### src/rtl/game_pkg.sv
// Shared definitions for the two-player game sequencer: FSM states,
// player codes and score counter width.
package game_pkg;

    localparam int unsigned SCORE_W = 4;

    typedef enum logic [1:0] {
        NONE = 2'b00,
        P1   = 2'b01,
        P2   = 2'b10
    } player_e;

    typedef enum logic [2:0] {
        CLEAR,
        P1_WAIT,
        P1_COMMIT,
        P2_WAIT,
        P2_COMMIT,
        CHECK,
        GAME_END,
        MATCH_END
    } state_e;

    function automatic logic [SCORE_W-1:0] sat_inc(input logic [SCORE_W-1:0] v);
        return (v == '1) ? v : v + 1'b1;
    endfunction

endpackage

### src/rtl/rise_detect.sv
// Single-cycle pulse on the rising edge of a button already synchronous to clk.
module rise_detect (
    input  logic clk,
    input  logic reset,
    input  logic btn_i,
    output logic rise_o
);

    logic prev_q;

    always_ff @(posedge clk) begin
        if (reset) prev_q <= 1'b0;
        else       prev_q <= btn_i;
    end

    assign rise_o = btn_i & ~prev_q;

endmodule

### src/rtl/game_sequencer.sv
// Turn sequencer for a two-player board game: turn ownership, move commit,
// per-turn timeout, scoring and match termination.
module game_sequencer
    import game_pkg::*;
#(
    parameter int unsigned TURN_TIMEOUT = 50000,
    parameter int unsigned MATCH_WINS   = 3
) (
    input  logic               clk,
    input  logic               reset,
    input  logic               player1,
    input  logic               player2,
    input  logic               illegal_move,
    input  logic               winner,
    input  logic [1:0]         winner_player,
    input  logic               sin_espacio,
    output logic               player1_turn,
    output logic               player2_turn,
    output logic               board_clear,
    output logic [1:0]         turn_owner,
    output logic [SCORE_W-1:0] score1,
    output logic [SCORE_W-1:0] score2,
    output logic [SCORE_W-1:0] draws,
    output logic               match_over,
    output logic               timeout_pulse,
    output logic               illegal_pulse
);

    localparam int unsigned TW = $clog2(TURN_TIMEOUT);

    state_e               state_q,   state_d;
    logic                 starter_q, starter_d;   // 0: P1 opens the next game
    logic                 mover_q,   mover_d;     // 0: P1 made the last commit
    logic [TW-1:0]        timer_q,   timer_d;
    logic [SCORE_W-1:0]   score1_q,  score1_d;
    logic [SCORE_W-1:0]   score2_q,  score2_d;
    logic [SCORE_W-1:0]   draws_q,   draws_d;
    logic                 timeout_q, timeout_d;
    logic                 illegal_q, illegal_d;
    logic                 p1_rise,   p2_rise;
    logic                 own_rise;

    rise_detect u_rise_p1 (.clk(clk), .reset(reset), .btn_i(player1), .rise_o(p1_rise));
    rise_detect u_rise_p2 (.clk(clk), .reset(reset), .btn_i(player2), .rise_o(p2_rise));

    always_comb begin
        state_d   = state_q;
        starter_d = starter_q;
        mover_d   = mover_q;
        timer_d   = '0;
        score1_d  = score1_q;
        score2_d  = score2_q;
        draws_d   = draws_q;
        timeout_d = 1'b0;
        illegal_d = 1'b0;
        own_rise  = 1'b0;

        unique case (state_q)
            CLEAR: state_d = starter_q ? P2_WAIT : P1_WAIT;

            P1_WAIT, P2_WAIT: begin
                own_rise = (state_q == P1_WAIT) ? p1_rise : p2_rise;
                // A legal press wins over an expiring timer in the same cycle.
                if (own_rise && !illegal_move) begin
                    state_d = (state_q == P1_WAIT) ? P1_COMMIT : P2_COMMIT;
                end else begin
                    illegal_d = own_rise;
                    if (timer_q == TW'(TURN_TIMEOUT - 1)) begin
                        timeout_d = 1'b1;
                        state_d   = (state_q == P1_WAIT) ? P2_WAIT : P1_WAIT;
                    end else begin
                        timer_d = timer_q + 1'b1;
                    end
                end
            end

            P1_COMMIT: begin
                mover_d = 1'b0;
                state_d = CHECK;
            end

            P2_COMMIT: begin
                mover_d = 1'b1;
                state_d = CHECK;
            end

            CHECK: begin
                if (winner) begin
                    state_d = GAME_END;
                    if (winner_player == P1) begin
                        score1_d = sat_inc(score1_q);
                        if (score1_d == SCORE_W'(MATCH_WINS)) state_d = MATCH_END;
                    end else if (winner_player == P2) begin
                        score2_d = sat_inc(score2_q);
                        if (score2_d == SCORE_W'(MATCH_WINS)) state_d = MATCH_END;
                    end
                end else if (sin_espacio) begin
                    draws_d = sat_inc(draws_q);
                    state_d = GAME_END;
                end else begin
                    state_d = mover_q ? P1_WAIT : P2_WAIT;
                end
            end

            GAME_END: begin
                if (p1_rise || p2_rise) begin
                    state_d   = CLEAR;
                    starter_d = ~starter_q;
                end
            end

            MATCH_END: state_d = MATCH_END;

            default: state_d = CLEAR;
        endcase
    end

    always_ff @(posedge clk) begin
        if (reset) begin
            state_q   <= CLEAR;
            starter_q <= 1'b0;
            mover_q   <= 1'b0;
            timer_q   <= '0;
            score1_q  <= '0;
            score2_q  <= '0;
            draws_q   <= '0;
            timeout_q <= 1'b0;
            illegal_q <= 1'b0;
        end else begin
            state_q   <= state_d;
            starter_q <= starter_d;
            mover_q   <= mover_d;
            timer_q   <= timer_d;
            score1_q  <= score1_d;
            score2_q  <= score2_d;
            draws_q   <= draws_d;
            timeout_q <= timeout_d;
            illegal_q <= illegal_d;
        end
    end

    always_comb begin
        unique case (state_q)
            P1_WAIT, P1_COMMIT: turn_owner = P1;
            P2_WAIT, P2_COMMIT: turn_owner = P2;
            default:            turn_owner = NONE;
        endcase
    end

    assign board_clear   = (state_q == CLEAR);
    assign player1_turn  = (state_q == P1_COMMIT);
    assign player2_turn  = (state_q == P2_COMMIT);
    assign match_over    = (state_q == MATCH_END);
    assign score1        = score1_q;
    assign score2        = score2_q;
    assign draws         = draws_q;
    assign timeout_pulse = timeout_q;
    assign illegal_pulse = illegal_q;

endmodule
### config.mk
export PLATFORM = sky130hd
export DESIGN_NAME = game_sequencer
export DESIGN_NICKNAME = d
export VERILOG_FILES = /design/src/rtl/game_pkg.sv /design/src/rtl/rise_detect.sv /design/src/rtl/game_sequencer.sv
export SDC_FILE = /design/constraint.sdc
export NUM_CORES = 1
export LEC_CHECK = 0
export CAP_MARGIN = 20
export CORE_ASPECT_RATIO = 1.5
export CORE_UTILIZATION = 55
export CTS_BUF_LIST = sky130_fd_sc_hd__clkbuf_8
export DETAILED_ROUTE_END_ITERATION = 10
export PLACE_DENSITY = 0.82
export SYNTH_ARGS = -nofsm -noshare
export SYNTH_HDL_FRONTEND = slang
export SYNTH_HIERARCHICAL = 1
export SYNTH_SLANG_ARGS = --single-unit
### constraint.sdc
create_clock -name clk -period 2.9 [get_ports clk]
set_input_delay 0.58 -clock clk [delete_from_list [all_inputs] [get_ports clk]]
set_output_delay 0.58 -clock clk [all_outputs]
set_load 0.01 [all_outputs]
==> results.json <==
{
  "outcome": "complete, no violations",
  "postCtsSetupBuffers": 0,
  "dp_slack_ns": 0.5191,
  "numCtsBuffers": 5,
  "dp_hpwl_mm": 2.668,
  "crit_path_start_kind": "flop",
  "async_flop_share_pct": 0,
  "cts_tree": "yes",
  "maxSlewViolCount": 0,
  "whs_ns": 0.4555,
  "ys.flop_type": "dfxtp_1",
  "setup_viol": 0,
  "layout_worst_path_cycle_share_pct": 82.67,
  "core_um2": 3128,
  "yosysTopAreaCellShare_pct": 41.51,
  "rsz0062_at_grt": "no",
  "dieArea_um2": 3480,
  "dp_cells": 274,
  "drive_gt1_share_pct": 7.851,
  "fin_crit_ns": 2.397,
  "worstMarginPinSlew_ns": 0.5190,
  "p_total_mw": 1.124,
  "wire_per_inst_um": 13.47,
  "fmax_ghz": 0.4171,
  "nNetsFinal": 254,
  "dr.first_iter.drc_count": 51,
  "clock-sinks": 37,
  "syn_area_um2": 1784,
  "vdd.ir_drop.worst_mv": 0.5066,
  "root_buffer": "clkbuf_8",
  "clk_latency_ns": 0.29,
  "crit_buf_inv": 1,
  "syn_inst": 210,
  "synth_fp_nets": 223,
  "grt_pass1_wl_mm": 6.382,
  "yosysWarnings": 6,
  "synth_mux_area_share_pct": 1.683,
  "synth_fa_ha_area_share_pct": 2.805,
  "grt_use_total_pct": 23.88,
  "cp-end-kind": "output pin",
  "synth_edf_count": 0,
  "synth.area.top_cells": "dfxtp_1, nor2_1, xnor2_1",
  "diodes": 0,
  "synth_top_family_by_area": "simple AND/OR/NAND/NOR gates",
  "fin_ws_ns": 0.5027,
  "crit_family": "flip-flops",
  "grt_overflow": 0,
  "rrSetupSlack_ns": 0.82,
  "tns_ns": 0,
  "seq_area_frac_synth_pct": 41.51,
  "synthSimpleGateAreaFrac_pct": 33.87,
  "ys_seq_elements": 37,
  "area_growth_pct": 24.75,
  "synth_cell_type_count": 39,
  "ant_nets": 0,
  "cts_max_level": 2,
  "drc": 0,
  "maxCapViolCount": 0,
  "synth_compound_area_share_pct": 7.504,
  "final-instance-count-excl-fill": 282,
  "syn_area_per_cell_um2": 8.496,
  "placementRows": 25,
  "cts_resized": 0,
  "path_class": "flop to output pin",
  "fp.dieW_um": 48.51,
  "placed_area_um2": 2110,
  "grt_pass1_vias": 1519,
  "path_clk_slew_ns": 0.07,
  "fin_util_pct": 71.16,
  "crit_fanout": 13,
  "finalHoldViolCount": 0,
  "slowest_delay_ns": 0.59,
  "ios": 29,
  "routed_via_density": 5.621,
  "cts_hold_buf": 0,
  "yosys.area.top_type": "dfxtp_1",
  "power_density_nw_per_um2": 504.9,
  "finalInstanceArea_um2": 2226,
  "required_ns": 2.32,
  "die_h_um": 71.76,
  "crit_chain": "nand2b_1, a21oi_1, clkdlybuf4s50_1",
  "clk_path_buf_depth": 2,
  "synth_commonest_cells": "dfxtp_1, nor2_1, nand2_1",
  "synthXorXnorAreaFrac_pct": 9.818,
  "critPathArrivalTime_ns": 1.82,
  "hp-class": "flop to flop",
  "grt_max_degree": 22,
  "portBuffers": 28,
  "first_pass_iters": 4,
  "leakagePower_nw": 0.8088,
  "slowest_stage": "dfxtp_1",
  "antenna_found_initial": 0,
  "gp_routability_congestion": 0.7813,
  "finalClockSkew_ns": 0.01224,
  "start_util_pct": 57.04,
  "wirelength_mm": 3.799,
  "vias": 1585,
  "maxSlewHeadroom_pct": 65.08
}
## report_power, final
part / leakage (nW) / internal, mW / switching (mW)
sequential: 0.300 / 0.520 / 0.0251
combinational: 0.447 / 0.0679 / 0.0586
clock: 0.0626 / 0.277 / 0.176
## metal layers
metal / track usage [%] / routed length [um] / up-vias
li1: - / - / 785
met1: 23.08 / 1467 / 757
met2: 45.54 / 2136 / 35
met3: 6.157 / 109 / 8
met4: 13.07 / 85 / 0
met5: 0 / 0 / -
## layout make-up
type	instances	area, um2
Inverter	6	22.52
Sequential cell	37	740.7
Clock inverter	2	33.78
Clock buffer	6	82.58
Tap cell	40	50.05
Multi-Input combinational cell	160	993.5
Fill cell	251	902.1
Timing Repair Buffer	31	302.8
## flip-flops by register name, summed over array words and instances, names as in the netlist
| register | count |
|---|---|
| u_rise_p1/prev_q | 1 |
| mover_q | 1 |
| score1 | 4 |
| starter_q | 1 |
| timeout_pulse | 1 |
| illegal_pulse | 1 |
| u_rise_p2/prev_q | 1 |
| score2 | 4 |
| timer_q | 16 |
| draws | 4 |
| state_q | 3 |
## cells by family (layout without fill, tap and decap cells)
group,count (synthesis),count (layout)
xor+xnor,20,20
mux,3,3
compound gates,22,22
buf+inv,13,45
fa+ha+maj,4,4
flops,37,37
simple gates,111,111
## worst paths after layout
path              start            end  depth (start not counted)
max reg2reg  timer_q[4]     timer_q[9]                          4
min reg2reg  timer_q[0]     timer_q[0]                          1
max          state_q[1]  turn_owner[0]                          3
min          timer_q[0]     timer_q[0]                          1
## placed cells by master (no fill, tap or decap), types with 7 or more instances in the layout
cell type and n:
dfxtp_1 37, xnor2_1 11, nand3_1 9, xor2_1 9, nand2_1 20, nor3_1 8
clkdlybuf4s50_1 28, nor2_1 37, inv_1 7, a21oi_1 10
Note: power is estimated with default switching activity, not from simulation.
